[config.mk]
export PLATFORM = sky130hd
export DESIGN_NAME = pc_unit_flat
export DESIGN_NICKNAME = d
export VERILOG_FILES = /design/src/rtl/pc_unit_if.sv /design/src/rtl/pc_unit.sv /design/src/flat_wrapper.sv
export SDC_FILE = /design/constraint.sdc
export NUM_CORES = 1
export LEC_CHECK = 0
export CAP_MARGIN = 25
export CORE_ASPECT_RATIO = 0.5
export CORE_MARGIN = 2
export CORE_UTILIZATION = 45
export CTS_CLUSTER_DIAMETER = 200
export CTS_CLUSTER_SIZE = 8
export DETAILED_ROUTE_END_ITERATION = 16
export PLACE_DENSITY = 0.74
export SETUP_SLACK_MARGIN = 0.4
export SLEW_MARGIN = 20
export SYNTH_ARGS = -nofsm -noshare
export SYNTH_HDL_FRONTEND = slang
export SYNTH_SLANG_ARGS = --single-unit
[constraint.sdc]
create_clock -name clk -period 4.01 [get_ports clk]
set_clock_uncertainty 0.15 [all_clocks]
set_input_delay 0.802 -clock clk [delete_from_list [all_inputs] [get_ports clk]]
set_output_delay 0.802 -clock clk [all_outputs]
set_load 0.05 [all_outputs]
[src/rtl/pc_unit_if.sv]
// pc_unit_if: request/response bundle between the fetch-stage control logic and pc_unit.
//
// Signals (direction seen from the slave, i.e. pc_unit):
//   stall          in   hold PC (hazard unit)
//   redirect_valid in   take redirect_pc next cycle
//   redirect_pc    in   branch/jump target
//   trap_valid     in   take trap_vector next cycle
//   trap_vector    in   trap handler address
//   call_valid     in   call: push pc+INC, jump to call_target
//   call_target    in   call destination
//   ret_valid      in   return: pop RAS, jump to popped address
//   ret_fallback   in   return target used when RAS empty
//   pc             out  current PC (registered)
//   pc_plus_inc    out  pc + INC (combinational, wraps)
//   pc_valid       out  PC is fetchable
//   ras_count      out  live RAS entries
//   ras_underflow  out  1-cycle pulse: ret taken with RAS empty
//
// Modports: master = request side (hazard/branch/trap logic), slave = pc_unit.
// XLEN and RAS_DEPTH must match the parameters of the attached pc_unit.
interface pc_unit_if #(
    parameter int unsigned XLEN      = 32,
    parameter int unsigned RAS_DEPTH = 4
);
    localparam int unsigned CW = $clog2(RAS_DEPTH) + 1;

    logic            stall;
    logic            redirect_valid;
    logic [XLEN-1:0] redirect_pc;
    logic            trap_valid;
    logic [XLEN-1:0] trap_vector;
    logic            call_valid;
    logic [XLEN-1:0] call_target;
    logic            ret_valid;
    logic [XLEN-1:0] ret_fallback;
    logic [XLEN-1:0] pc;
    logic [XLEN-1:0] pc_plus_inc;
    logic            pc_valid;
    logic [CW-1:0]   ras_count;
    logic            ras_underflow;

    modport master (
        output stall,
        output redirect_valid,
        output redirect_pc,
        output trap_valid,
        output trap_vector,
        output call_valid,
        output call_target,
        output ret_valid,
        output ret_fallback,
        input  pc,
        input  pc_plus_inc,
        input  pc_valid,
        input  ras_count,
        input  ras_underflow
    );

    modport slave (
        input  stall,
        input  redirect_valid,
        input  redirect_pc,
        input  trap_valid,
        input  trap_vector,
        input  call_valid,
        input  call_target,
        input  ret_valid,
        input  ret_fallback,
        output pc,
        output pc_plus_inc,
        output pc_valid,
        output ras_count,
        output ras_underflow
    );
endinterface

[src/rtl/pc_unit.sv]
// pc_unit: program-counter unit for the fetch stage of the pipelined datapath.
//
// Holds the PC and selects its next value each cycle by fixed priority:
//   trap > redirect > ret > call > stall > sequential (pc + INC).
// A circular return-address stack (RAS) records pc+INC on calls and supplies the
// target on returns; an empty-stack return falls back to ret_fallback and pulses
// ras_underflow. All PC updates are registered (one cycle after the request edge).
//
// Ports:
//   clk    in  clock, rising edge
//   reset  in  synchronous, active-high; overrides every request
//   bus    pc_unit_if.slave -- requests in; pc, pc_plus_inc, pc_valid,
//          ras_count, ras_underflow out
module pc_unit #(
    parameter int unsigned       XLEN         = 32,
    parameter logic [XLEN-1:0]   RESET_VECTOR = '0,
    parameter int unsigned       INC          = 4,
    parameter int unsigned       RAS_DEPTH    = 4
) (
    input  logic      clk,
    input  logic      reset,
    pc_unit_if.slave  bus
);
    localparam int unsigned PW = $clog2(RAS_DEPTH);
    localparam int unsigned CW = PW + 1;

    // Pointer arithmetic relies on natural wrap of a PW-bit counter.
    if (RAS_DEPTH < 2 || (RAS_DEPTH & (RAS_DEPTH - 1)) != 0) begin : g_bad_depth
        $error("pc_unit: RAS_DEPTH must be a power of two >= 2");
    end

    // Winning next-PC source for this cycle.
    typedef enum logic [2:0] {
        SrcSeq,
        SrcStall,
        SrcCall,
        SrcRet,
        SrcRedirect,
        SrcTrap
    } src_e;

    src_e            src;

    logic [XLEN-1:0] pc_q, pc_d;
    logic [XLEN-1:0] pc_plus_inc;
    logic            pc_valid_q;
    logic [XLEN-1:0] ras_q [RAS_DEPTH];
    logic [PW-1:0]   wr_ptr_q, wr_ptr_d;
    logic [PW-1:0]   top_ptr;
    logic [CW-1:0]   count_q, count_d;
    logic            underflow_q, underflow_d;
    logic            push_en;
    logic            ras_empty;
    logic            ras_full;

    assign pc_plus_inc = pc_q + XLEN'(INC);
    assign ras_empty   = (count_q == '0);
    assign ras_full    = (count_q == CW'(RAS_DEPTH));
    // Most recent entry lives just below the write pointer.
    assign top_ptr     = wr_ptr_q - PW'(1);

    // Priority select of the next-PC source.
    always_comb begin
        src = SrcSeq;
        if (bus.trap_valid) begin
            src = SrcTrap;
        end else if (bus.redirect_valid) begin
            src = SrcRedirect;
        end else if (bus.ret_valid) begin
            src = SrcRet;
        end else if (bus.call_valid) begin
            src = SrcCall;
        end else if (bus.stall) begin
            src = SrcStall;
        end
    end

    // Next-state for PC and RAS bookkeeping. The RAS only moves when ret or call
    // is the winning source, so a losing ret/call has no side effect.
    always_comb begin
        pc_d        = pc_plus_inc;
        wr_ptr_d    = wr_ptr_q;
        count_d     = count_q;
        underflow_d = 1'b0;
        push_en     = 1'b0;
        unique case (src)
            SrcTrap:     pc_d = bus.trap_vector;
            SrcRedirect: pc_d = bus.redirect_pc;
            SrcRet: begin
                if (ras_empty) begin
                    pc_d        = bus.ret_fallback;
                    underflow_d = 1'b1;
                end else begin
                    pc_d     = ras_q[top_ptr];
                    wr_ptr_d = top_ptr;
                    count_d  = count_q - CW'(1);
                end
            end
            SrcCall: begin
                pc_d     = bus.call_target;
                push_en  = 1'b1;
                wr_ptr_d = wr_ptr_q + PW'(1);
                // When full, the push overwrites the oldest entry (the slot at
                // wr_ptr) and the count saturates.
                if (!ras_full) begin
                    count_d = count_q + CW'(1);
                end
            end
            SrcStall:    pc_d = pc_q;
            SrcSeq:      pc_d = pc_plus_inc;
            default:     pc_d = pc_plus_inc;
        endcase
    end

    always_ff @(posedge clk) begin
        if (reset) begin
            pc_q        <= RESET_VECTOR;
            pc_valid_q  <= 1'b0;
            wr_ptr_q    <= '0;
            count_q     <= '0;
            underflow_q <= 1'b0;
            for (int i = 0; i < int'(RAS_DEPTH); i++) begin
                ras_q[i] <= '0;
            end
        end else begin
            pc_q        <= pc_d;
            pc_valid_q  <= 1'b1;
            wr_ptr_q    <= wr_ptr_d;
            count_q     <= count_d;
            underflow_q <= underflow_d;
            if (push_en) begin
                ras_q[wr_ptr_q] <= pc_plus_inc;
            end
        end
    end

    assign bus.pc            = pc_q;
    assign bus.pc_plus_inc   = pc_plus_inc;
    assign bus.pc_valid      = pc_valid_q;
    assign bus.ras_count     = count_q;
    assign bus.ras_underflow = underflow_q;
endmodule

[src/flat_wrapper.sv]
// flat-port wrapper written by rule: the top's interface ports become plain ports
module pc_unit_flat 
#(
    parameter int unsigned       XLEN         = 32,
    parameter logic [XLEN-1:0]   RESET_VECTOR = '0,
    parameter int unsigned       INC          = 4,
    parameter int unsigned       RAS_DEPTH    = 4
)
  (clk, reset, bus_stall, bus_redirect_valid, bus_redirect_pc, bus_trap_valid, bus_trap_vector, bus_call_valid, bus_call_target, bus_ret_valid, bus_ret_fallback, bus_pc, bus_pc_plus_inc, bus_pc_valid, bus_ras_count, bus_ras_underflow);
  pc_unit_if #(.XLEN(XLEN), .RAS_DEPTH(RAS_DEPTH)) bus_i ();
  input  logic clk;
  input  logic reset;
  input wire logic [$bits(bus_i.stall)-1:0] bus_stall;
  input wire logic [$bits(bus_i.redirect_valid)-1:0] bus_redirect_valid;
  input wire logic [$bits(bus_i.redirect_pc)-1:0] bus_redirect_pc;
  input wire logic [$bits(bus_i.trap_valid)-1:0] bus_trap_valid;
  input wire logic [$bits(bus_i.trap_vector)-1:0] bus_trap_vector;
  input wire logic [$bits(bus_i.call_valid)-1:0] bus_call_valid;
  input wire logic [$bits(bus_i.call_target)-1:0] bus_call_target;
  input wire logic [$bits(bus_i.ret_valid)-1:0] bus_ret_valid;
  input wire logic [$bits(bus_i.ret_fallback)-1:0] bus_ret_fallback;
  output wire logic [$bits(bus_i.pc)-1:0] bus_pc;
  output wire logic [$bits(bus_i.pc_plus_inc)-1:0] bus_pc_plus_inc;
  output wire logic [$bits(bus_i.pc_valid)-1:0] bus_pc_valid;
  output wire logic [$bits(bus_i.ras_count)-1:0] bus_ras_count;
  output wire logic [$bits(bus_i.ras_underflow)-1:0] bus_ras_underflow;
  assign bus_i.stall = bus_stall;
  assign bus_i.redirect_valid = bus_redirect_valid;
  assign bus_i.redirect_pc = bus_redirect_pc;
  assign bus_i.trap_valid = bus_trap_valid;
  assign bus_i.trap_vector = bus_trap_vector;
  assign bus_i.call_valid = bus_call_valid;
  assign bus_i.call_target = bus_call_target;
  assign bus_i.ret_valid = bus_ret_valid;
  assign bus_i.ret_fallback = bus_ret_fallback;
  assign bus_pc = bus_i.pc;
  assign bus_pc_plus_inc = bus_i.pc_plus_inc;
  assign bus_pc_valid = bus_i.pc_valid;
  assign bus_ras_count = bus_i.ras_count;
  assign bus_ras_underflow = bus_i.ras_underflow;
  pc_unit #(.XLEN(XLEN), .RESET_VECTOR(RESET_VECTOR), .INC(INC), .RAS_DEPTH(RAS_DEPTH)) u_core (.clk(clk), .reset(reset), .bus(bus_i));
endmodule
==> flow_metrics.py, run 1 <==
metrics = {
    "floorplanning": {
        "die_area_mm2": 0.0199,
        "start_util_pct": 45.9,
        "core-area_mm2": 0.0183,
        "io_pins": 204,
        "die_w_um": 197,
        "rows": 35,
        "die_h_um": 101,
    },
    "clocking": {
        "cts_buffer_depth": 2,
        "insertion_delay_ns": 0.43,
        "cts.sinks": 167,
        "cts_buffers": 17,
        "hold_buffers": 0,
        "h-tree-depth": 4,
        "root_buffer": "clkbuf_16",
        "cts.clk_slew.worst_paths_ns": 0.07,
        "tritoncts": "built",
    },
    "timing": {
        "period_minus_slack_ns": 3.58,
        "slew-limit-headroom_pct": 51.7,
        "tightest_slew_ns": 0.724,
        "clock.fmax_mhz": 279,
        "finalCritPeriodShare_pct": 89.3,
        "hold_violations": 0,
        "rsz0062_at_grt": "false",
        "setup_slack_ns": 0.428,
        "drv_slew": 0,
        "hold_ws_ns": 0.415,
        "finalSetupTns_ns": 0,
        "finalSetupViolations": 0,
    },
    "setup_path": {
        "critPathLaunch": "u_core.bus.pc[2]$_SDFFE_PP0P_",
        "crit_chain": "ha_1 -> and3_1 -> nand3_1 -> buf_4 -> xor2_2 -> inv_1 -> dlygate4sd2_1",
        "cp_data_arrival_time_ns": 2.63,
        "cp_top_family": "buffers and inverters",
        "required_ns": 3.06,
        "crit_path_max_fanout": 10,
        "crit_path_top_delay_cell": "dlygate4sd2_1",
        "cp-start-kind": "flip-flop",
        "path_class": "flip-flop to primary output",
        "slowest_delay_ns": 0.53,
        "crit_buf_inv": 3,
        "reg2reg_from": "u_core.bus.pc[5]$_SDFFE_PP0P_",
        "cp-end-kind": "primary output",
    },
    "yosys": {
        "ys.flop_type": "edfxtp_1",
        "ys_warn_count": 0,
        "netlist_instances": 765,
        "synth_cell_types": 51,
        "async_reset_ff_share_pct": 0,
        "syn_area_mm2": 0.00842,
        "synth_seq_cells": 167,
        "yosysSeqAreaShare_pct": 54.9,
        "syn-num-nets": 902,
        "synth.avg_cell_area_um2": 11.0,
        "synth_edf_count": 128,
    },
    "routing": {
        "vias": 7297,
        "drt-initial-drc-count": 894,
        "vias_per_cell": 5.97,
        "firstDrtPassIters": 11,
        "antenna_left": 0,
        "drc": 0,
        "wl_per_cell_um": 22.2,
        "wirelength_mm": 27.2,
    },
    "global_route": {
        "grt_use_total_pct": 27.8,
        "grt_pass1_vias": 7195,
        "antenna_found_initial": 0,
        "grt_max_degree": 32,
        "grt_pass1_wl_mm": 40.9,
        "grt-ovfl-total": 0,
    },
    "cells_and_area": {
        "mostFrequentLayoutCells": "clkdlybuf4s50_1, nor2_1, edfxtp_1",
        "final_common_cell": "clkdlybuf4s50_1",
        "n_fill_cell": 1425,
        "layout-drive-gt1-share_pct": 15.5,
        "fin_cells": 1223,
        "area_growth_pct": 36.5,
        "fin_nets": 1107,
        "diodes": 0,
    },
    "pwr": {
        "power_frac_seq_pct": 43.7,
        "intPower_mw": 3.31,
        "ir_worst_vdd_mv": 0.395,
        "cellLeakagePower_nw": 4.25,
        "p_sw_share_pct": 28.2,
        "comb_power_share_pct": 18.9,
        "p_per_area_mw_per_mm2": 401,
        "pwr-share-clk_pct": 37.4,
        "netSwitchingPower_mw": 1.30,
    },
    "place": {
        "dp_slack_ns": 0.431,
        "gp_congestion": 0.871,
        "port_buffers": 203,
        "dpl.cell_count": 1190,
        "place_hpwl_mm": 18.7,
    },
    "worst_hold_path": {
        "hold_class": "flip-flop to flip-flop",
        "min_from": "u_core.bus.pc[8]$_SDFFE_PP0P_",
    },
    "flow_run": {
        "cap_violations": 0,
    },
    "run_status": {
        "status": "completed",
    },
}
[path summary, 6_finish.rpt]
| path | end | slack (ns) | cells after the start |
|---|---|---|---|
| setup / recovery | bus_pc_plus_inc[12] | 0.43 | 7 |
| setup reg to reg | u_core.ras_q[0][31]$_SDFFCE_PN0P_ | 1.37 | 9 |
| hold reg to reg | u_core.bus.pc[8]$_SDFFE_PP0P_ | 0.42 | 2 |
| hold / removal | u_core.bus.pc[8]$_SDFFE_PP0P_ | 0.42 | 2 |
[state kept, by name, indices dropped and copies added, names as in the netlist]
signal / cells
u_core.bus.pc: 32
u_core.bus.pc_valid: 1
u_core.bus.ras_count: 3
u_core.bus.ras_underflow: 1
u_core.ras_q: 128
u_core.wr_ptr_q: 2
[repair_timing]
item | in CTS | in global routing
gates resized for setup | 22 | 18
buffers inserted | 0 | 1
setup endpoints to repair | 20 | 15
pin swaps | 0 | 2
[logic make-up after synthesis]
| family | after synthesis | share of synthesized area (%) |
|---|---|---|
| flip-flops | 167 | 54.9 |
| AO/OA/AOI/OAI | 115 | 10.7 |
| XOR/XNOR | 44 | 4.58 |
| AND/OR/NAND/NOR | 303 | 15.9 |
| multiplexers | 34 | 8.80 |
| buffers and inverters | 100 | 4.89 |
| adder cells (fa/ha/maj) | 2 | 0.297 |
[metal layers]
layer	GRT usage, %	share of wire [%]
met1	37.5	40
met2	45.7	49
met3	5.59	9.8
met4	9.14	1.9
met5	0	0
[tightest hold or removal path, stage by stage (launching register included)]
cell and delay, ns:
dfxtp_1 0.37, nand2_1 0.09, a21oi_1 0.06
[Yosys cell counts, types with 4 or more instances]
library cell	count	area, µm²
nor4_1	4	25.0
or3_1	5	31.3
dfxtp_1	39	781
nor2b_1	7	43.8
mux4_2	32	721
o21ai_0	13	65.1
clkbuf_1	33	124
a221oi_1	13	114
nand4_1	5	31.3
nand3_1	33	165
nor3_1	12	60.1
o22ai_1	13	81.3
nor2_1	134	503
buf_1	5	18.8
xnor2_1	23	201
inv_1	39	146
a41o_1	5	50.1
nand2_1	80	300
a21oi_1	23	115
and3_1	5	31.3
a222oi_1	30	300
edfxtp_1	128	3840
xor2_1	21	184
buf_2	20	100
[stage by stage]
step | total power [mW] | cell area (µm²) | util, %
3_5_place_dp | 2.91 | 10800 | 58.9
6_report | 4.61 | 11500 | 62.7
2_1_floorplan | 2.52 | 8420 | -
4_1_cts | 4.60 | 11400 | 62.4
5_1_grt | 4.73 | 11500 | 62.7
3_3_place_gp | 2.90 | 10800 | 58.9
[power groups by stage]
| stage | Sequential, mW | Combinational (mW) | Clock [mW] |
|---|---|---|---|
| 2_1_floorplan | 2.12 | 0.404 | 0 |
| 3_3_place_gp | 2.04 | 0.856 | 0 |
| 3_5_place_dp | 2.05 | 0.864 | 0 |
| 4_1_cts | 2.01 | 0.863 | 1.73 |
| 5_1_grt | 2.02 | 0.914 | 1.79 |
| 6_report | 2.02 | 0.869 | 1.72 |
[layout make-up]
cell class              instances  area, µm²  area share [%]
flip-flops and latches        167       4630            40.3
repair buffers                247       2310            20.1
clock buffers                  19        443            3.85
multi-input cells             498       3500            30.5
clock inverters                13        168            1.46
inverters                      39        146            1.27
well taps                     240        300            2.61
Power figures use the tool's default switching activity.
==> inputs of run 2 (changes only) <==
--- a/config.mk
+++ b/config.mk
@@ -8,11 +8,10 @@
 export CAP_MARGIN = 25
 export CORE_ASPECT_RATIO = 0.5
 export CORE_MARGIN = 2
-export CORE_UTILIZATION = 45
+export CORE_UTILIZATION = 35
 export CTS_CLUSTER_DIAMETER = 200
 export CTS_CLUSTER_SIZE = 8
 export DETAILED_ROUTE_END_ITERATION = 16
-export PLACE_DENSITY = 0.74
 export SETUP_SLACK_MARGIN = 0.4
 export SLEW_MARGIN = 20
 export SYNTH_ARGS = -nofsm -noshare
==> constraint.sdc (replaced) <==
create_clock -name clk -period 3.5 [get_ports clk]
set_clock_uncertainty 0.15 [all_clocks]
set_input_delay 0.7 -clock clk [delete_from_list [all_inputs] [get_ports clk]]
set_output_delay 0.7 -clock clk [all_outputs]
set_load 0.05 [all_outputs]
==> run 2 against run 1 <==
Effect of this change: combinational power increased by 23%; final area increased by 5.2%; clock power increased by 12%; first-iteration DRC count increased by 0.45%; global-route usage decreased by 4.7 points; core utilization decreased by 12 points.
==> flow_metrics.py, run 2 (synthesized netlist as in run 1, its figures left out) <==
metrics = {
    "timing": {
        "hold_violations": 0,
        "slew-limit-headroom_pct": 42.9,
        "finalCritPeriodShare_pct": 87.8,
        "setup_slack_ns": 0.428,
        "finalSetupTns_ns": 0,
        "hold_ws_ns": 0.374,
        "rsz0062_at_grt": "true",
        "finalSetupViolations": 0,
        "clock.fmax_mhz": 325,
        "drv_slew": 0,
        "tightest_slew_ns": 0.855,
        "period_minus_slack_ns": 3.07,
    },
    "place": {
        "place_area_mm2": 0.0111,
        "gp_congestion": 0.859,
        "place_hpwl_mm": 20.9,
        "dp_slack_ns": 0.286,
        "port_buffers": 203,
        "dpl.cell_count": 1280,
    },
    "global_route": {
        "antenna_found_initial": 1,
        "grt_pass1_wl_mm": 43.4,
        "grt-ovfl-total": 0,
        "grt_pass1_vias": 7092,
        "grt_use_total_pct": 23.1,
        "grt_max_degree": 32,
    },
    "setup_path": {
        "slowest_delay_ns": 0.51,
        "cpMostUsedCell": "buf_4",
        "r2r_setup_slack_ns": 1.24,
        "crit_chain": "nand2_1 -> nor3b_2 -> buf_4 -> nand4_1 -> xor2_1 -> buf_4 -> inv_1 -> buf_4",
        "crit_path_max_fanout": 6,
        "cp-end-kind": "primary output",
        "cp_data_arrival_time_ns": 2.22,
        "r2r_cells": 4,
        "worstReg2RegEnd": "u_core.bus.pc[31]$_SDFFE_PP0P_",
        "required_ns": 2.65,
        "cp_top_family": "buffers and inverters",
        "crit_buf_inv": 4,
        "reg2reg_from": "u_core.wr_ptr_q[1]$_SDFFE_PP0P_",
        "crit_path_top_delay_cell": "dfxtp_1",
        "cp-start-kind": "flip-flop",
        "path_class": "flip-flop to primary output",
    },
    "routing": {
        "firstDrtPassIters": 6,
        "wirelength_mm": 29.2,
        "drt-initial-drc-count": 898,
        "wl_per_cell_um": 22.0,
        "antenna_left": 0,
        "drc": 0,
        "vias": 7263,
        "vias_per_cell": 5.47,
    },
    "cells_and_area": {
        "fin_cells": 1328,
        "area_growth_pct": 43.6,
        "largest-register": "u_core.ras_q",
        "finish.utilization_pct": 50.8,
        "largest_register_ff_count": 128,
        "fin_area_mm2": 0.0121,
        "mostFrequentLayoutCells": "clkdlybuf4s50_1, nor2_1, edfxtp_1",
        "layout-drive-gt1-share_pct": 21.6,
        "fin_nets": 1136,
        "final_common_cell": "clkdlybuf4s50_1",
    },
    "clocking": {
        "cts_buffer_depth": 2,
        "h-tree-depth": 4,
        "cts.sinks": 167,
        "insertion_delay_ns": 0.43,
        "hold_buffers": 0,
        "root_buffer": "clkbuf_16",
        "cts_buffers": 17,
        "tritoncts": "built",
        "cts.clk_slew.worst_paths_ns": 0.07,
    },
    "floorplanning": {
        "die_h_um": 114,
        "io_pins": 204,
        "core-area_mm2": 0.0238,
        "rows": 40,
        "die_w_um": 223,
        "start_util_pct": 35.4,
        "die_area_mm2": 0.0254,
    },
    "pwr": {
        "p_per_area_mw_per_mm2": 439,
        "cellLeakagePower_nw": 4.45,
        "ir_worst_vdd_mv": 0.293,
        "total_power_mw": 5.31,
    },
    "run_status": {
        "status": "completed",
    },
    "worst_hold_path": {
        "worst_hold_path.endpoint": "u_core.bus.pc[10]$_SDFFE_PP0P_",
        "min_path_cells": 2,
        "min_from": "u_core.bus.pc[10]$_SDFFE_PP0P_",
        "hold_class": "flip-flop to flip-flop",
    },
    "flow_run": {
        "cap_violations": 0,
    },
}
## run 2: power by group
part	leakage, nW	switching [mW]	internal, mW	total (mW)
combinational	2.52	0.607	0.465	1.07
sequential	1.65	0.0886	2.22	2.31
clock	0.280	0.785	1.14	1.93
## run 2: worst max path at each step
stage / end / from / cells past startpoint / slack, ns
2_1_floorplan: bus_pc_plus_inc[25] / u_core.bus.pc[5]$_SDFFE_PP0P_ / 6 / 0.40
3_3_place_gp: u_core.bus.pc[26]$_SDFFE_PP0P_ / bus_ret_valid / 8 / 0.29
3_5_place_dp: u_core.bus.pc[26]$_SDFFE_PP0P_ / bus_trap_valid / 8 / 0.29
4_1_cts: bus_pc_plus_inc[22] / u_core.bus.pc[18]$_SDFFE_PP0P_ / 8 / 0.40
5_1_grt: bus_pc_plus_inc[31] / u_core.bus.pc[20]$_SDFFE_PP0P_ / 9 / 0.31
6_report: bus_pc_plus_inc[31] / u_core.bus.pc[21]$_SDFFE_PP0P_ / 8 / 0.43
## run 2: final cells by class
type | count | area, µm²
clock inverter | 12 | 151
antenna | 1 | 2.50
multi-input combinational | 498 | 3640
timing repair buffer | 276 | 2630
tap | 315 | 394
fill | 2110 | 11700
sequential | 167 | 4680
clock buffer | 20 | 447
inverter | 39 | 146
## run 2: what timing repair did
item,CTS,global route
endpoints found under the hold margin,0,0
setup endpoints to repair,26,23
buffers inserted,4,11
gates resized for setup,52,32
pin swaps,2,4
## run 2: routing by layer
| metal | wire length, µm | global-route usage [%] |
|---|---|---|
| met5 | 0 | 0 |
| met3 | 1880 | 3.86 |
| met2 | 14300 | 38.3 |
| met1 | 12300 | 31.0 |
| met4 | 709 | 8.13 |
## run 2: worst register-to-register path, delay by kind of cell, from the launching register on
family	cells	cell delay [ns]
AO/OA/AOI/OAI	2	0.28
flip-flops	1	0.88
multiplexers	2	0.81
==> inputs of run 3 (changes only) <==
--- a/config.mk
+++ b/config.mk
@@ -12,7 +12,8 @@
 export CTS_CLUSTER_DIAMETER = 200
 export CTS_CLUSTER_SIZE = 8
 export DETAILED_ROUTE_END_ITERATION = 16
-export SETUP_SLACK_MARGIN = 0.4
+export PLACE_DENSITY_LB_ADDON = 0.3
+export SETUP_SLACK_MARGIN = 0.3
 export SLEW_MARGIN = 20
 export SYNTH_ARGS = -nofsm -noshare
 export SYNTH_HDL_FRONTEND = slang
==> run 3 against run 2 <==
Effect of this change: first-iteration DRC count is 7.2% lower; sequential cell count unchanged; sequential power barely moved; wire length about the same.
==> flow_metrics.py, run 3 (synthesized netlist as in run 1, its figures left out) <==
metrics = {
    "pwr": {
        "p_sw_share_pct": 28.8,
        "power_frac_seq_pct": 43.9,
        "total_power_mw": 5.27,
        "intPower_mw": 3.75,
        "netSwitchingPower_mw": 1.51,
        "pwr-share-clk_pct": 36.4,
        "cellLeakagePower_nw": 4.39,
        "p_per_area_mw_per_mm2": 440,
        "comb_power_share_pct": 19.7,
        "ir_worst_vdd_mv": 0.313,
    },
    "floorplanning": {
        "start_util_pct": 35.4,
        "die_h_um": 114,
        "io_pins": 204,
        "die_w_um": 223,
        "rows": 40,
        "core-area_mm2": 0.0238,
        "die_area_mm2": 0.0254,
    },
    "routing": {
        "firstDrtPassIters": 6,
        "wl_per_cell_um": 22.2,
        "antenna_left": 0,
        "vias_per_cell": 5.53,
        "vias": 7281,
        "drc": 0,
        "drt-initial-drc-count": 833,
        "wirelength_mm": 29.2,
    },
    "timing": {
        "hold_violations": 0,
        "drv_slew": 0,
        "slew-limit-headroom_pct": 42.9,
        "finalSetupTns_ns": 0,
        "finalSetupViolations": 0,
        "clock.fmax_mhz": 321,
        "tightest_slew_ns": 0.855,
        "rsz0062_at_grt": "true",
        "period_minus_slack_ns": 3.11,
        "finalCritPeriodShare_pct": 89.0,
    },
    "global_route": {
        "grt_max_degree": 32,
        "grt-ovfl-total": 0,
        "grt_pass1_vias": 7381,
        "grt_pass1_wl_mm": 43.8,
        "grt_use_total_pct": 23.2,
        "antenna_found_initial": 2,
    },
    "setup_path": {
        "cp_data_arrival_time_ns": 2.26,
        "critPathLaunch": "u_core.bus.pc[5]$_SDFFE_PP0P_",
        "reg2reg_from": "u_core.wr_ptr_q[0]$_SDFFE_PP0P_",
        "r2r_setup_slack_ns": 1.08,
        "crit_path_max_fanout": 6,
        "required_ns": 2.65,
        "cp-start-kind": "flip-flop",
        "path_class": "flip-flop to primary output",
        "cp-end-kind": "primary output",
    },
    "flow_run": {
        "cap_violations": 0,
    },
    "cells_and_area": {
        "mostFrequentLayoutCells": "clkdlybuf4s50_1, nor2_1, edfxtp_1",
        "final_common_cell": "clkdlybuf4s50_1",
        "n_fill_cell": 2102,
        "area_growth_pct": 42.1,
        "layout-drive-gt1-share_pct": 21.0,
        "largest_register_ff_count": 128,
        "fin_nets": 1124,
        "largest-register": "u_core.ras_q",
    },
    "clocking": {
        "h-tree-depth": 4,
        "tritoncts": "built",
        "cts.sinks": 167,
        "cts.clk_slew.worst_paths_ns": 0.07,
        "cts_buffers": 17,
        "insertion_delay_ns": 0.44,
        "root_buffer": "clkbuf_16",
        "cts_buffer_depth": 2,
    },
    "worst_hold_path": {
        "min_from": "u_core.bus.pc[8]$_SDFFE_PP0P_",
        "hold_class": "flip-flop to flip-flop",
    },
    "place": {
        "place_hpwl_mm": 20.3,
        "port_buffers": 203,
        "gp_congestion": 0.877,
    },
    "run_status": {
        "status": "completed",
    },
}
==> run 3: cell types whose count changed in the layout (fill, tap and decap cells not counted), sizes merged, moves of 2 or more <==
cell / delta
bufinv: -3
clkinv: +4
clkbuf: +2
clkdlybuf4s15: -2
dlygate4sd2: -2
buf: -9
clkinvlp: -3
==> run 3: final cells by class <==
| type | instances | area (µm²) | area share (%) |
|---|---|---|---|
| clock buffers | 21 | 526 | 4.39 |
| multi-input cells | 498 | 3600 | 30.1 |
| flip-flops and latches | 167 | 4670 | 39.0 |
| inverters | 39 | 146 | 1.22 |
| repair buffers | 264 | 2540 | 21.2 |
| diodes | 2 | 5.00 | 0.0418 |
| well taps | 315 | 394 | 3.29 |
| clock inverters | 11 | 81.3 | 0.680 |
==> run 3: stage by stage <==
stage               instances  util (%)  instance area [µm²]  setup WS (ns)  hold slack [ns]
floorplan                 765         -                 8420          0.368            0.550
global placement         1274      46.3                11000          0.111            0.392
detailed placement       1274      46.3                11000          0.228            0.406
CTS                      1313      49.7                11800          0.268            0.397
global route             1317      50.2                12000          0.247            0.402
finish                   1317      50.2                12000          0.385            0.374
==> run 3: power by group through the flow <==
| stage | combinational [mW] | clock, mW | sequential [mW] |
|---|---|---|---|
| final | 1.04 | 1.92 | 2.31 |
| after detailed placement | 1.02 | 0 | 2.35 |
| after global placement | 1.01 | 0 | 2.34 |
| after global routing | 1.09 | 2.02 | 2.32 |
| after floorplan | 0.462 | 0 | 2.43 |
| after CTS | 1.03 | 1.94 | 2.31 |
==> run 3: worst max-delay path: stages, from the launching register on <==
cell and delay, ns:
dfxtp_4 0.40, and4_4 0.29, buf_12 0.12, nand4_1 0.16, xor2_2 0.29, inv_1 0.08
clkdlybuf4s15_1 0.47
==> run 3: what timing repair did <==
| item | 4_1_cts | 5_1_grt |
|---|---|---|
| buffers inserted | 7 | 2 |
| endpoints found under the setup margin | 24 | 20 |
| cloned | 0 | 0 |
| endpoints found under the hold margin | 0 | 0 |
| gates resized for setup | 38 | 31 |
| hold buffers | 0 | 0 |
| pin swaps | 3 | 3 |
==> run 3: path summary, 6_finish.rpt <==
check / end / depth (start not counted)
setup reg to reg: u_core.bus.pc[21]$_SDFFE_PP0P_ / 4
hold / removal: u_core.bus.pc[8]$_SDFFE_PP0P_ / 2
setup / recovery: bus_pc_plus_inc[13] / 6
hold reg to reg: u_core.bus.pc[8]$_SDFFE_PP0P_ / 2
==> run 3: layer usage <==
layer / global-route usage, % / vias to the layer above / wire length, µm
li1: - / 3266 / -
met1: 29.8 / 3670 / 11900
met2: 38.9 / 296 / 14500
met3: 4.71 / 49 / 1960
met4: 9.73 / 0 / 807
met5: 0 / - / 0
